<file path="src/rtl/nfu3_pkg.sv">
// Shared NFU-3 constants and the coefficient-loader state type.
package nfu3_pkg;

  localparam int unsigned BIT_WIDTH  = 16;
  localparam int unsigned NUM_SEG    = 16;
  localparam int unsigned SEG_ADDR_W = $clog2(NUM_SEG);

  typedef enum logic [1:0] {
    ST_IDLE,
    ST_LOAD,
    ST_DONE
  } coef_ld_state_t;

endpackage

</file>
<file path="src/rtl/nfu3_coef_loader.sv">
// Streams NUM_SEG {Ai,Bi} pairs into the NFU-3 coefficient RAMs after a start request.
// Optional running checksum output enabled by NFU3_COEF_CHECKSUM_EN.
module nfu3_coef_loader #(
  parameter int unsigned BIT_WIDTH = nfu3_pkg::BIT_WIDTH,
  parameter int unsigned NUM_SEG   = nfu3_pkg::NUM_SEG
) (
  input  logic                       clk,
  input  logic                       rst,
  input  logic                       i_start,
  input  logic                       i_coef_valid,
  input  logic [2*BIT_WIDTH-1:0]     i_coef_data,
  output logic                       o_coef_ready,
  output logic [2*BIT_WIDTH-1:0]     o_coef,
  output logic [$clog2(NUM_SEG)-1:0] o_coef_addr,
  output logic                       o_load_coef,
  output logic                       o_busy,
`ifdef NFU3_COEF_CHECKSUM_EN
  output logic [BIT_WIDTH-1:0]       o_checksum,
`endif
  output logic                       o_done
);
  import nfu3_pkg::*;

  localparam int unsigned           ADDR_W   = $clog2(NUM_SEG);
  localparam logic [ADDR_W-1:0]     LAST_SEG = ADDR_W'(NUM_SEG - 1);

  coef_ld_state_t    state, state_nxt;
  logic [ADDR_W-1:0] seg_cnt;
  logic              xfer;
  logic              start_ok;

  always_ff @(posedge clk or posedge rst) begin
    if (rst) state <= ST_IDLE;
    else     state <= state_nxt;
  end

  always_comb begin
    state_nxt    = state;
    o_coef_ready = 1'b0;
    o_busy       = 1'b0;
    o_done       = 1'b0;
    xfer         = 1'b0;
    start_ok     = 1'b0;
    case (state)
      ST_IDLE: begin
        if (i_start) begin
          start_ok  = 1'b1;
          state_nxt = ST_LOAD;
        end
      end
      ST_LOAD: begin
        o_coef_ready = 1'b1;
        o_busy       = 1'b1;
        xfer         = i_coef_valid;
        if (i_coef_valid && seg_cnt == LAST_SEG) state_nxt = ST_DONE;
      end
      ST_DONE: begin
        o_busy    = 1'b1;
        o_done    = 1'b1;
        state_nxt = ST_IDLE;
      end
      default: state_nxt = ST_IDLE;
    endcase
  end

  // Counter holds at the last index on the final transfer; a new start clears it.
  always_ff @(posedge clk or posedge rst) begin
    if (rst) begin
      seg_cnt     <= '0;
      o_coef      <= '0;
      o_coef_addr <= '0;
      o_load_coef <= 1'b0;
    end else begin
      o_load_coef <= xfer;
      if (start_ok) seg_cnt <= '0;
      if (xfer) begin
        o_coef      <= i_coef_data;
        o_coef_addr <= seg_cnt;
        if (seg_cnt != LAST_SEG) seg_cnt <= seg_cnt + 1'b1;
      end
    end
  end

`ifdef NFU3_COEF_CHECKSUM_EN
  always_ff @(posedge clk or posedge rst) begin
    if (rst) begin
      o_checksum <= '0;
    end else if (start_ok) begin
      o_checksum <= '0;
    end else if (xfer) begin
      o_checksum <= o_checksum + i_coef_data[2*BIT_WIDTH-1:BIT_WIDTH]
                               + i_coef_data[BIT_WIDTH-1:0];
    end
  end
`endif

endmodule

</file>
<file path="config.mk">
export PLATFORM = sky130hd
export DESIGN_NAME = nfu3_coef_loader
export DESIGN_NICKNAME = d
export VERILOG_FILES = /design/src/rtl/nfu3_pkg.sv /design/src/rtl/nfu3_coef_loader.sv
export SDC_FILE = /design/constraint.sdc
export NUM_CORES = 1
export LEC_CHECK = 0
export BUFFER_PORTS_ARGS = -buffer_cell sky130_fd_sc_hd__buf_4
export CAP_MARGIN = 30
export CORE_MARGIN = 2
export CORE_UTILIZATION = 43
export DETAILED_ROUTE_END_ITERATION = 8
export PLACE_DENSITY = 0.85
export SLEW_MARGIN = 20
export SYNTH_ARGS = -nofsm -noshare
export SYNTH_HDL_FRONTEND = slang
export SYNTH_SLANG_ARGS = --single-unit
</file>
<file path="constraint.sdc">
create_clock -name clk -period 1.35 [get_ports clk]
set_input_delay 0.135 -clock clk [delete_from_list [all_inputs] [get_ports clk]]
set_output_delay 0.135 -clock clk [all_outputs]
set_load 0.01 [all_outputs]
</file>
* Yosys cells after proc, flatten, opt, wreduce, memory -nomap -nowiden
Cells that the tools add are included. Widths: inputs -> output; s select.
Word-level totals: bits in registers 43, output and inout port bits 40, logic and storage cells 28, bits of input ports 36
Cells by class: reductions and logical operators 4, muxes and demuxes 12, add/sub/neg operators 1, eq/ne operators 6
Operators with widths (count):
- $mux 4 | 3
- $mux 1 | 6
- $add 4x1->4 const B | 1
- $eq 4x4->1 const B | 1
- $mux 2 | 2
- $ne 2x2->1 const B | 2
- $ne 4x4->1 const B | 1
- $pmux 2 s2 | 1
- $eq 2x1->1 const B | 1
- $eq 2x2->1 const B | 1
- $logic_not 2->1 | 1
- $reduce_and 2->1 | 1
- $reduce_or 2->1 | 1
- $logic_and 1x1->1 | 1

* Depth between registers and ports, before layout
Gate-level depths: netlist of the first run.
word-level depth 5, mapped depth 6, depth with buffers taken out 6

* Worst setup path before layout of the first run
OpenSTA, ideal clock, no wires.
path type reg2reg, start register state[1], end register o_coef[10], stages on the path, launching flop included 7, slack -0.166 ns, data required time 1.225 ns, library setup time 0.125 ns, period minus slack after synthesis 1.516 ns, buffers on the path 1, data arrival time 1.391 ns, path through dfrtp_1 inv_1 ha_1 nand2_4 inv_8 buf_12 mux2_4
Between the ends: longest elaborated chain between the ends 2
RTL lines:
- start, declared | line nfu3_coef_loader.sv:27 | coef_ld_state_t state, state_nxt;
- start signal, assigned | line nfu3_coef_loader.sv:34 | else state <= state_nxt;
- $eq 2x1->1 | line nfu3_coef_loader.sv:44 | case (state)
- $mux 1 | line nfu3_coef_loader.sv:44
- end signal, assigned | line nfu3_coef_loader.sv:77 | o_coef <= i_coef_data;
- end, declared | line nfu3_coef_loader.sv:13 | output logic [2*BIT_WIDTH-1:0] o_coef,
Every way passes these cells. A chain may end at the register's enable or synchronous reset.

* Worst setup path in the final report of the first run
start register state[1], end register o_coef[22]
The elaborated chain is that of the path after synthesis.

==> out/qor.yml, run 1 <==
outcome:
  outcome: "complete, but fails checks"
  violations: "setup timing"
placed_design:
  gp_congestion: 0.741
  placed_cells: 252
  dpl-instance-area_sq_um: 2610
  io_buffers: 75
  dpl.hpwl_mm: 2.73
power:
  powerDensity_nw_per_um2: 2240
  p_leak_nw: 1.46
  ir_drop_v: 0.00116
  power_w: 0.00650
clocking:
  cts_buffers: 5
  clock_latency_ns: 0.29
  htreeDepth: 2
  clock_path_buffers: 2
  clk_pin_slew_worst_paths_ns: 0.08
  cts.sinks: 43
  cts_tree: "done"
  clock-root-buffer: "clkbuf_8"
critical_path:
  crit_type: "reg2reg"
  slowest_delay_ns: 0.40
  cp_data_required_time_ns: 1.53
  critPathArrivalTime_ns: 1.58
  path_cells: "inv_2 -> ha_4 -> nand2_8 -> clkinv_8 -> clkbuf_16 -> mux2_4"
  end_kind: "flip-flop"
  crit_slowest_cell: "dfrtp_1"
  start_kind: "flip-flop"
  path_max_fanout: 6
yosys:
  ys_seq_elements: 43
  syn-num-nets: 154
  synth_top_area_frac: 0.571
  synth_cells: 113
  synth_flop_cell: "dfrtp_1"
  synth_area_leaders: "dfrtp_1 57%, mux2_4 23%, mux2_2 4.2%, ha_1 3.3%, buf_12 3.2%"
  synth_edf_count: 0
  syn_avg_cell_area_sq_um: 16.7
  postSynth.asyncResetShare: 1.00
  synth_cell_types: 21
  synth_common_cells: "43 x dfrtp_1, 29 x mux2_4, 7 x mux2_2"
  yosysTopAreaCell: "dfrtp_1"
  syn_area_sq_um: 1880
  yosysMostFrequentCell: "dfrtp_1"
  ys_warn_count: 0
  yosysSeqAreaShare: 0.571
timing:
  min_period_ns: 1.40
  grt_setup_unrepaired: "yes"
  maxSlewViolCount: 0
  setup_viol: 27
  skew_ns: 0.00520
  worst_slew_pin_slew_ns: 0.228
  min_period_over_period: 1.04
  fmax_mhz: 715
  fin_ws_ns: -0.0491
  hold_viol_final: 0
  max_slew_margin: 0.848
grt:
  grt_pass1_wl_mm: 6.27
  antenna_found_initial: 0
  overflow: 0
  grt_max_degree: 44
  grt_pass1_vias: 1272
  track_usage: 0.161
routing:
  drtIter0Drc: 59
  antenna_left: 0
  firstDrtPassIters: 4
  avgRoutedWirePerCell_um: 14.8
  vias_per_cell: 4.77
  vias: 1273
  drc_errors: 0
  totalWireLength_mm: 3.96
finish:
  drive_gt1_frac: 0.707
  final_core_util: 0.677
  final_cells: 267
  fin_area_sq_um: 2910
  syn2layout_area_growth_pct: 54.4
  fin_nets: 255
  fill_cells: 304
  insertedDiodeCount: 0
floorplanning:
  die_h_um: 70.2
  io_pins: 76
  dieArea_sq_um: 4920
  initial_core_util: 0.439
  die_w_um: 70.2
  std_cell_rows: 24
  core_area_sq_um: 4290
hold_path:
  hold_path.class: "in2reg"
job:
  drv_cap: 0
power breakdown:
| group | total, W | internal, W | switching [W] |
|---|---|---|---|
| Clock | 0.000989 | 0.000551 | 0.000439 |
| Sequential | 0.00225 | 0.00189 | 0.000355 |
| Combinational | 0.00327 | 0.00207 | 0.00120 |
worst paths after layout:
kind	depth (start not counted)	end	startpoint	slack, ns
min in group asynchronous	4	o_coef[22]	rst	0.45
hold / removal	2	o_coef[12]	i_coef_data[12]	0.07
max in group asynchronous	4	state[0]	rst	0.68
setup / recovery	6	o_coef[22]	state[1]	-0.05
setup reg to reg	6	o_coef[22]	state[1]	-0.05
hold reg to reg	1	o_coef[19]	o_coef[19]	0.51
critical path, delay by kind of cell (launching register included):
kind                       cells  cell delay (ns)
DFF                            1             0.40
buffers and inverters          3             0.34
muxes                          1             0.30
adders and majority gates      1             0.17
and+or+nand+nor                1             0.08
sequential cells by signal, summed over array words and instances (netlist names):
signal / flops
o_coef: 32
o_load_coef: 1
state: 2
seg_cnt: 4
o_coef_addr: 4
kinds of logic (layout without fill, tap and decap cells):
family / after synthesis / count (layout) / share of synthesized area
buffers and inverters: 8 / 110 / 0.0458
and+or+nand+nor: 10 / 10 / 0.0292
xor gates and xnor gates: 2 / 2 / 0.00930
muxes: 40 / 40 / 0.295
AOI/OAI and AO/OA: 5 / 5 / 0.0159
DFF: 43 / 43 / 0.571
adders and majority gates: 5 / 5 / 0.0332
repair_timing:
item,CTS,global route
endpoints found under the setup margin,38,40
hold buffers,1,0
resized for setup,10,13
buffers inserted,1,2
pin swaps,0,2
endpoints found under the hold margin,43,0
cloned,0,3
cells in the final DEF (no fill, tap or decap), types with 2 or more instances in the layout:
cell       Yosys  final
buf_6          0      7
ha_2           0      2
clkbuf_16      0      2
inv_2          0      2
buf_4          0     83
mux2_4        29     35
nand3_1        2      2
dfrtp_1       43     42
nand2_1        4      4
o21ai_0        2      2
buf_12         3      3
mux2i_1        3      3
ha_4           0      2
clkbuf_8       0      5
metrics by stage:
| step | setup TNS (ns) | hold WS (ns) | worst slack [ns] |
|---|---|---|---|
| 5_1_grt | -2.26 | 0.0541 | -0.0852 |
| 4_1_cts | -0.881 | 0.0600 | -0.0502 |
| 2_1_floorplan | -0.0553 | 0.283 | -0.00276 |
| 3_5_place_dp | -0.597 | 0.198 | -0.0506 |
| 3_3_place_gp | -0.0461 | 0.201 | -0.00540 |
| 6_report | -0.783 | 0.0671 | -0.0491 |
routing by layer:
layer	global-route usage	share of wire
met5	0	0
met4	0.0321	0.0081
met3	0.0592	0.084
met2	0.242	0.45
met1	0.227	0.46
cell type report:
cell class	count	area (sq um)	share of cell area
clock buffer	5	68.8	0.0237
inverter	5	31.3	0.0108
multi-input combinational	62	788	0.271
sequential	43	1080	0.370
timing repair inverter	1	11.3	0.00387
timing repair buffer	96	822	0.283
clock inverter	3	43.8	0.0151
tap	52	65.1	0.0224
No activity file was read; power rests on OpenSTA's default activity.
==> inputs of run 2 (changes only) <==
- CELL_PAD_IN_SITES_DETAIL_PLACEMENT: default -> 1
- CELL_PAD_IN_SITES_GLOBAL_PLACEMENT: default -> 1
- CORE_UTILIZATION: 43 -> 34
- GPL_ROUTABILITY_DRIVEN: default -> 0
==> run 2 against run 1 <==
  * The flow still finishes with violations (setup timing)
  * Power shrank 0.55%
  * Combinational power grew 1%
  * Sequential share of layout area shrank 0.39 points
  * Clock power shrank 10%
  * Die area grew 25%
  * Sequential power is essentially flat
  * Register-to-register slack is essentially flat
  * Count of clock-buffer cells in the layout grew 3
  * Highest routed layer unchanged
==> out/qor.yml, run 2 (synthesis results as in run 1) <==
outcome:
  outcome: "complete, but fails checks"  # unchanged
  violations: "setup timing"  # unchanged
power:
  powerDensity_nw_per_um2: 2200  # was 2240 nW/um^2
  power_w: 0.00647  # was 0.00650 W
  p_leak_nw: 1.47  # was 1.46 nW
  ir_drop_v: 0.000937  # was 0.00116 V
grt:
  grt_pass1_vias: 1433  # was 1272
  antenna_found_initial: 0  # unchanged
  grt_pass1_wl_mm: 7.09  # was 6.27 mm
  grt_max_degree: 44  # unchanged
  overflow: 0  # unchanged
  track_usage: 0.149  # was 0.161
critical_path:
  critPathArrivalTime_ns: 1.57  # was 1.58 ns
  crit_slowest_cell: "dfrtp_1"  # unchanged
  end_kind: "flip-flop"  # unchanged
  slowest_delay_ns: 0.40  # about the same
  timing.reg2reg.setup_slack_ns: -0.05  # about the same
  path_max_fanout: 5  # was 6
  start_kind: "flip-flop"  # unchanged
  crit_type: "reg2reg"  # unchanged
  path_cells: "inv_2 -> ha_4 -> nand2_8 -> clkinv_8 -> clkbuf_16 -> mux2_4"  # unchanged
  cp_data_required_time_ns: 1.52  # was 1.53 ns
floorplanning:
  die_w_um: 78.4  # was 70.2 um
  core_area_sq_um: 5440  # was 4290 sq um
  die_h_um: 78.4  # was 70.2 um
  initial_core_util: 0.346  # was 0.439
  io_pins: 76  # unchanged
  dieArea_sq_um: 6150  # was 4920 sq um
  std_cell_rows: 27  # was 24
placed_design:
  dpl.hpwl_mm: 3.24  # was 2.73 mm
  io_buffers: 75  # unchanged
  place_ws_ns: -0.0820  # was -0.0506 ns
  dpl-instance-area_sq_um: 2660  # was 2610 sq um
finish:
  layout_commonest_cell: "buf_4"  # unchanged
  drive_gt1_frac: 0.700  # was 0.707
  reg_top3: "o_coef: 32 flops, o_coef_addr: 4 flops, seg_cnt: 4 flops"  # unchanged
  fin_nets: 257  # was 255
  layout_common_cells: "84 x buf_4, 42 x dfrtp_1, 34 x mux2_4"  # was 83 x buf_4, 42 x dfrtp_1, 35 x mux2_4
  fin_area_sq_um: 2940  # was 2910 sq um
  final_core_util: 0.540  # was 0.677
  insertedDiodeCount: 0  # unchanged
  syn2layout_area_growth_pct: 56.1  # was 54.4%
  largest_reg_flops: 32  # unchanged
  regMostFlops: "o_coef"  # unchanged
hold_path:
  hold_path.class: "in2reg"  # unchanged
routing:
  vias_per_cell: 4.42  # was 4.77
  avgRoutedWirePerCell_um: 16.0  # was 14.8 um
  drtIter0Drc: 47  # was 59
  antenna_left: 0  # unchanged
  drc_errors: 0  # unchanged
  firstDrtPassIters: 4  # unchanged
  vias: 1276  # was 1273
  totalWireLength_mm: 4.63  # was 3.96 mm
timing:
  setup_viol: 33  # was 27
  min_period_over_period: 1.04  # about the same
  max_slew_margin: 0.844  # was 0.848
  fin_ws_ns: -0.0548  # was -0.0491 ns
  hold_viol_final: 0  # unchanged
  min_period_ns: 1.40  # about the same
  maxSlewViolCount: 0  # unchanged
  fmax_mhz: 712  # was 715 MHz
  worst_slew_pin_slew_ns: 0.234  # was 0.228 ns
  finalSetupTns_ns: -1.13  # was -0.783 ns
  grt_setup_unrepaired: "yes"  # unchanged
  skew_ns: 0.00711  # was 0.00520 ns
clocking:
  clock_latency_ns: 0.29  # about the same
  htreeDepth: 2  # unchanged
  clock_path_buffers: 2  # unchanged
  cts.sinks: 43  # unchanged
  cts_buffers: 5  # unchanged
  clk_pin_slew_worst_paths_ns: 0.08  # about the same
  clock-root-buffer: "clkbuf_8"  # unchanged
  cts_tree: "done"  # unchanged
job:
  drv_cap: 0  # unchanged
==> run 2: power breakdown <==
| part | internal (W) | total (W) | switching, W |
|---|---|---|---|
| Sequential | 0.00189 | 0.00227 | 0.000374 |
| Combinational | 0.00209 | 0.00331 | 0.00122 |
| Clock | 0.000467 | 0.000889 | 0.000422 |
| Total | 0.00445 | 0.00647 | 0.00201 |
==> run 2: layer usage <==
layer  vias up  global-route usage  part of all wire  routed length [um]
li1        591                   -                 -                   -
met1       654               0.182              0.42                1930
met2        29               0.267              0.55                2530
met3         2              0.0333             0.032                 146
met4         0              0.0351            0.0037                  17
met5         -                   0                 0                   0
==> run 2: final timing paths <==
| kind | startpoint | endpoint | cells past startpoint |
|---|---|---|---|
| min in group asynchronous | rst | seg_cnt[2] | 4 |
| max in group asynchronous | rst | o_coef[4] | 4 |
| min reg2reg | o_coef[12] | o_coef[12] | 1 |
| max | state[1] | o_coef[12] | 6 |
| max reg2reg | state[1] | o_coef[12] | 6 |
| min | i_coef_data[15] | o_coef[15] | 2 |
==> run 2: per-stage QoR <==
stage,instances,hold WS [ns]
finish,289,0.0738
global route,289,0.0653
global placement,273,0.195
detailed placement,273,0.216
CTS,285,0.0655
floorplan,113,0.283
==> run 2: timing repair <==
item                                   in CTS  in global routing
resized for setup                          16                  5
endpoints found under the hold margin      43                  0
setup buffers                               3                  1
setup endpoints to repair                  38                 42
hold buffers                                1                  0
cloned                                      0                  3
==> run 2: final cells by class <==
class | count | area, sq um
fill | 554 | 2500
sequential | 43 | 1080
timing repair buffer | 98 | 850
multi-input combinational | 62 | 782
clock buffer | 8 | 100
tap | 72 | 90.1
inverter | 5 | 31.3
timing repair inverter | 1 | 8.76
==> run 2: critical path, delay by kind of cell, from the launching register on <==
family | cells | cell delay, ns
adders and majority gates | 1 | 0.18
DFF | 1 | 0.40
and+or+nand+nor | 1 | 0.08
buffers and inverters | 3 | 0.34
muxes | 1 | 0.29
==> inputs of run 3 (changes only) <==
- BUFFER_PORTS_ARGS: -buffer_cell sky130_fd_sc_hd__buf_4 -> default
- CORE_UTILIZATION: 34 -> 44
- DONT_BUFFER_PORTS: default -> 1
- PLACE_DENSITY: 0.85 -> 0.83
==> run 3 against run 2 <==
  * The flow still finishes with violations (setup timing)
  * Via count decreased by 12%
  * First-iteration DRC count increased by 45%
  * Core utilization increased by 10 points
  * Worst hold slack improved by 0.057 ns
  * Register-to-register slack about the same
  * Sequential power increased by 17%
  * Largest power group is now registers
==> out/qor.yml, run 3 (synthesis results as in run 1) <==
floorplanning:
  die_h_um: 69.4  # was 78.4 um
  die_w_um: 69.4  # was 78.4 um
  initial_core_util: 0.464  # was 0.346
  std_cell_rows: 23  # was 27
  core_area_sq_um: 4060  # was 5440 sq um
  io_pins: 76  # unchanged
  dieArea_sq_um: 4820  # was 6150 sq um
outcome:
  violations: "setup timing"  # unchanged
  outcome: "complete, but fails checks"  # unchanged
placed_design:
  io_buffers: 0  # was 75
  placed_cells: 175  # was 273
  place_ws_ns: -0.139  # was -0.0820 ns
  dpl.hpwl_mm: 2.91  # was 3.24 mm
grt:
  antenna_found_initial: 0  # unchanged
  grt_pass1_vias: 1377  # was 1433
  grt_max_degree: 25  # was 44
  track_usage: 0.200  # was 0.149
  grt_pass1_wl_mm: 7.47  # was 7.09 mm
  overflow: 0  # unchanged
critical_path:
  slowest_delay_ns: 0.45  # was 0.40 ns
  cp_num_buf_inv: 2  # was 3
  cp_data_required_time_ns: 1.52  # about the same
  start_kind: "flip-flop"  # unchanged
  end_kind: "flip-flop"  # unchanged
  path_cells: "ha_4 -> nand2_4 -> clkinv_8 -> clkbuf_16 -> mux2_4"  # was inv_2 -> ha_4 -> nand2_8 -> clkinv_8 -> clkbuf_16 -> mux2_4
  crit_type: "reg2reg"  # unchanged
  critPathArrivalTime_ns: 1.57  # about the same
  path_max_fanout: 7  # was 5
  crit_slowest_cell: "dfrtp_2"  # was dfrtp_1
  timing.reg2reg.setup_slack_ns: -0.05  # about the same
  cpLargestDelayFamily: "flip-flops"  # unchanged
power:
  ir_drop_v: 0.00110  # was 0.000937 V
  p_leak_nw: 1.22  # was 1.47 nW
  power_w: 0.00562  # was 0.00647 W
  powerDensity_nw_per_um2: 2150  # was 2200 nW/um^2
clocking:
  htreeDepth: 2  # unchanged
  cts_buffers: 5  # unchanged
  cts_tree: "done"  # unchanged
  clk_pin_slew_worst_paths_ns: 0.08  # about the same
  cts.sinks: 43  # unchanged
  clock_path_buffers: 2  # unchanged
  clock_latency_ns: 0.29  # about the same
  clock-root-buffer: "clkbuf_8"  # unchanged
finish:
  regMostFlops: "o_coef"  # unchanged
  drive_gt1_frac: 0.441  # was 0.700
  final_core_util: 0.645  # was 0.540
  largest_reg_flops: 32  # unchanged
  fin_nets: 210  # was 257
  final_cells: 220  # was 289
  layout_common_cells: "42 x dfrtp_1, 34 x mux2_4, 33 x dlygate4sd3_1"  # was 84 x buf_4, 42 x dfrtp_1, 34 x mux2_4
  layout_commonest_cell: "dfrtp_1"  # was buf_4
  insertedDiodeCount: 0  # unchanged
  syn2layout_area_growth_pct: 39.0  # was 56.1%
  reg_top3: "o_coef: 32 flops, o_coef_addr: 4 flops, seg_cnt: 4 flops"  # unchanged
timing:
  maxSlewViolCount: 0  # unchanged
  min_period_ns: 1.40  # about the same
  max_slew_margin: 0.490  # was 0.844
  worst_slew_pin_slew_ns: 0.760  # was 0.234 ns
  finalSetupTns_ns: -0.957  # was -1.13 ns
  hold_viol_final: 0  # unchanged
  setup_viol: 35  # was 33
  skew_ns: 0.00748  # was 0.00711 ns
  grt_setup_unrepaired: "yes"  # unchanged
  fmax_mhz: 716  # was 712 MHz
  fin_ws_ns: -0.0463  # was -0.0548 ns
  min_period_over_period: 1.03  # was 1.04
job:
  drv_cap: 0  # unchanged
hold_path:
  hold_path.class: "in2reg"  # unchanged
routing:
  drc_errors: 0  # unchanged
  firstDrtPassIters: 4  # unchanged
  antenna_left: 0  # unchanged
  vias_per_cell: 5.12  # was 4.42
  avgRoutedWirePerCell_um: 21.7  # was 16.0 um
  totalWireLength_mm: 4.78  # was 4.63 mm
  drtIter0Drc: 68  # was 47
  vias: 1127  # was 1276
[run 3: worst min-delay path: cells and delay by family]
kind / cells / cell delay, ns
mux: 1 / 0.06
simple gates: 2 / 0.19
[run 3: stage by stage]
step,cell area (sq um),hold slack (ns)
floorplan,1900,0.283
global placement,2050,0.0720
detailed placement,2050,0.0920
CTS,2510,0.123
global route,2620,0.133
finish,2620,0.131
[run 3: area by class of cell]
cell class | instances | area [sq um]
fill | 392 | 1440
sequential | 43 | 1080
multi-input combinational | 62 | 797
timing repair buffer | 52 | 549
clock buffer | 8 | 100
tap | 50 | 62.6
inverter | 5 | 31.3
[run 3: timing repair]
| action | 4_1_cts | 5_1_grt |
|---|---|---|
| setup buffers | 1 | 1 |
| cloned | 0 | 2 |
| gates resized for setup | 8 | 9 |
| hold buffers | 33 | 0 |
| endpoints found under the setup margin | 37 | 38 |
| endpoints found under the hold margin | 51 | 0 |
[run 3: per-layer routing]
| layer | vias to the layer above | part of all wire | wire [um] | global-route usage |
|---|---|---|---|---|
| li1 | 500 | - | - | - |
| met1 | 568 | 0.36 | 1710 | 0.216 |
| met4 | 0 | 0.024 | 114 | 0.0632 |
| met3 | 10 | 0.055 | 261 | 0.0509 |
| met2 | 49 | 0.56 | 2690 | 0.377 |
| met5 | - | 0 | 0 | 0 |
[run 3: report_power, final]
part | total (W) | internal [W] | switching (W) | leakage [nW]
Combinational | 0.00209 | 0.00136 | 0.000731 | 0.646
Sequential | 0.00265 | 0.00189 | 0.000758 | 0.519
Clock | 0.000881 | 0.000467 | 0.000415 | 0.0515
[run 3: worst paths after layout]
kind	depth (start not counted)	end	start
worst min register to register	1	o_coef[28]	o_coef[28]
worst min-delay path	3	seg_cnt[1]	i_start
worst max register to register	5	o_coef[25]	state[0]
max in group asynchronous	3	state[0]	rst
worst max-delay path	5	o_coef[25]	state[0]
min in group asynchronous	2	o_coef[19]	rst
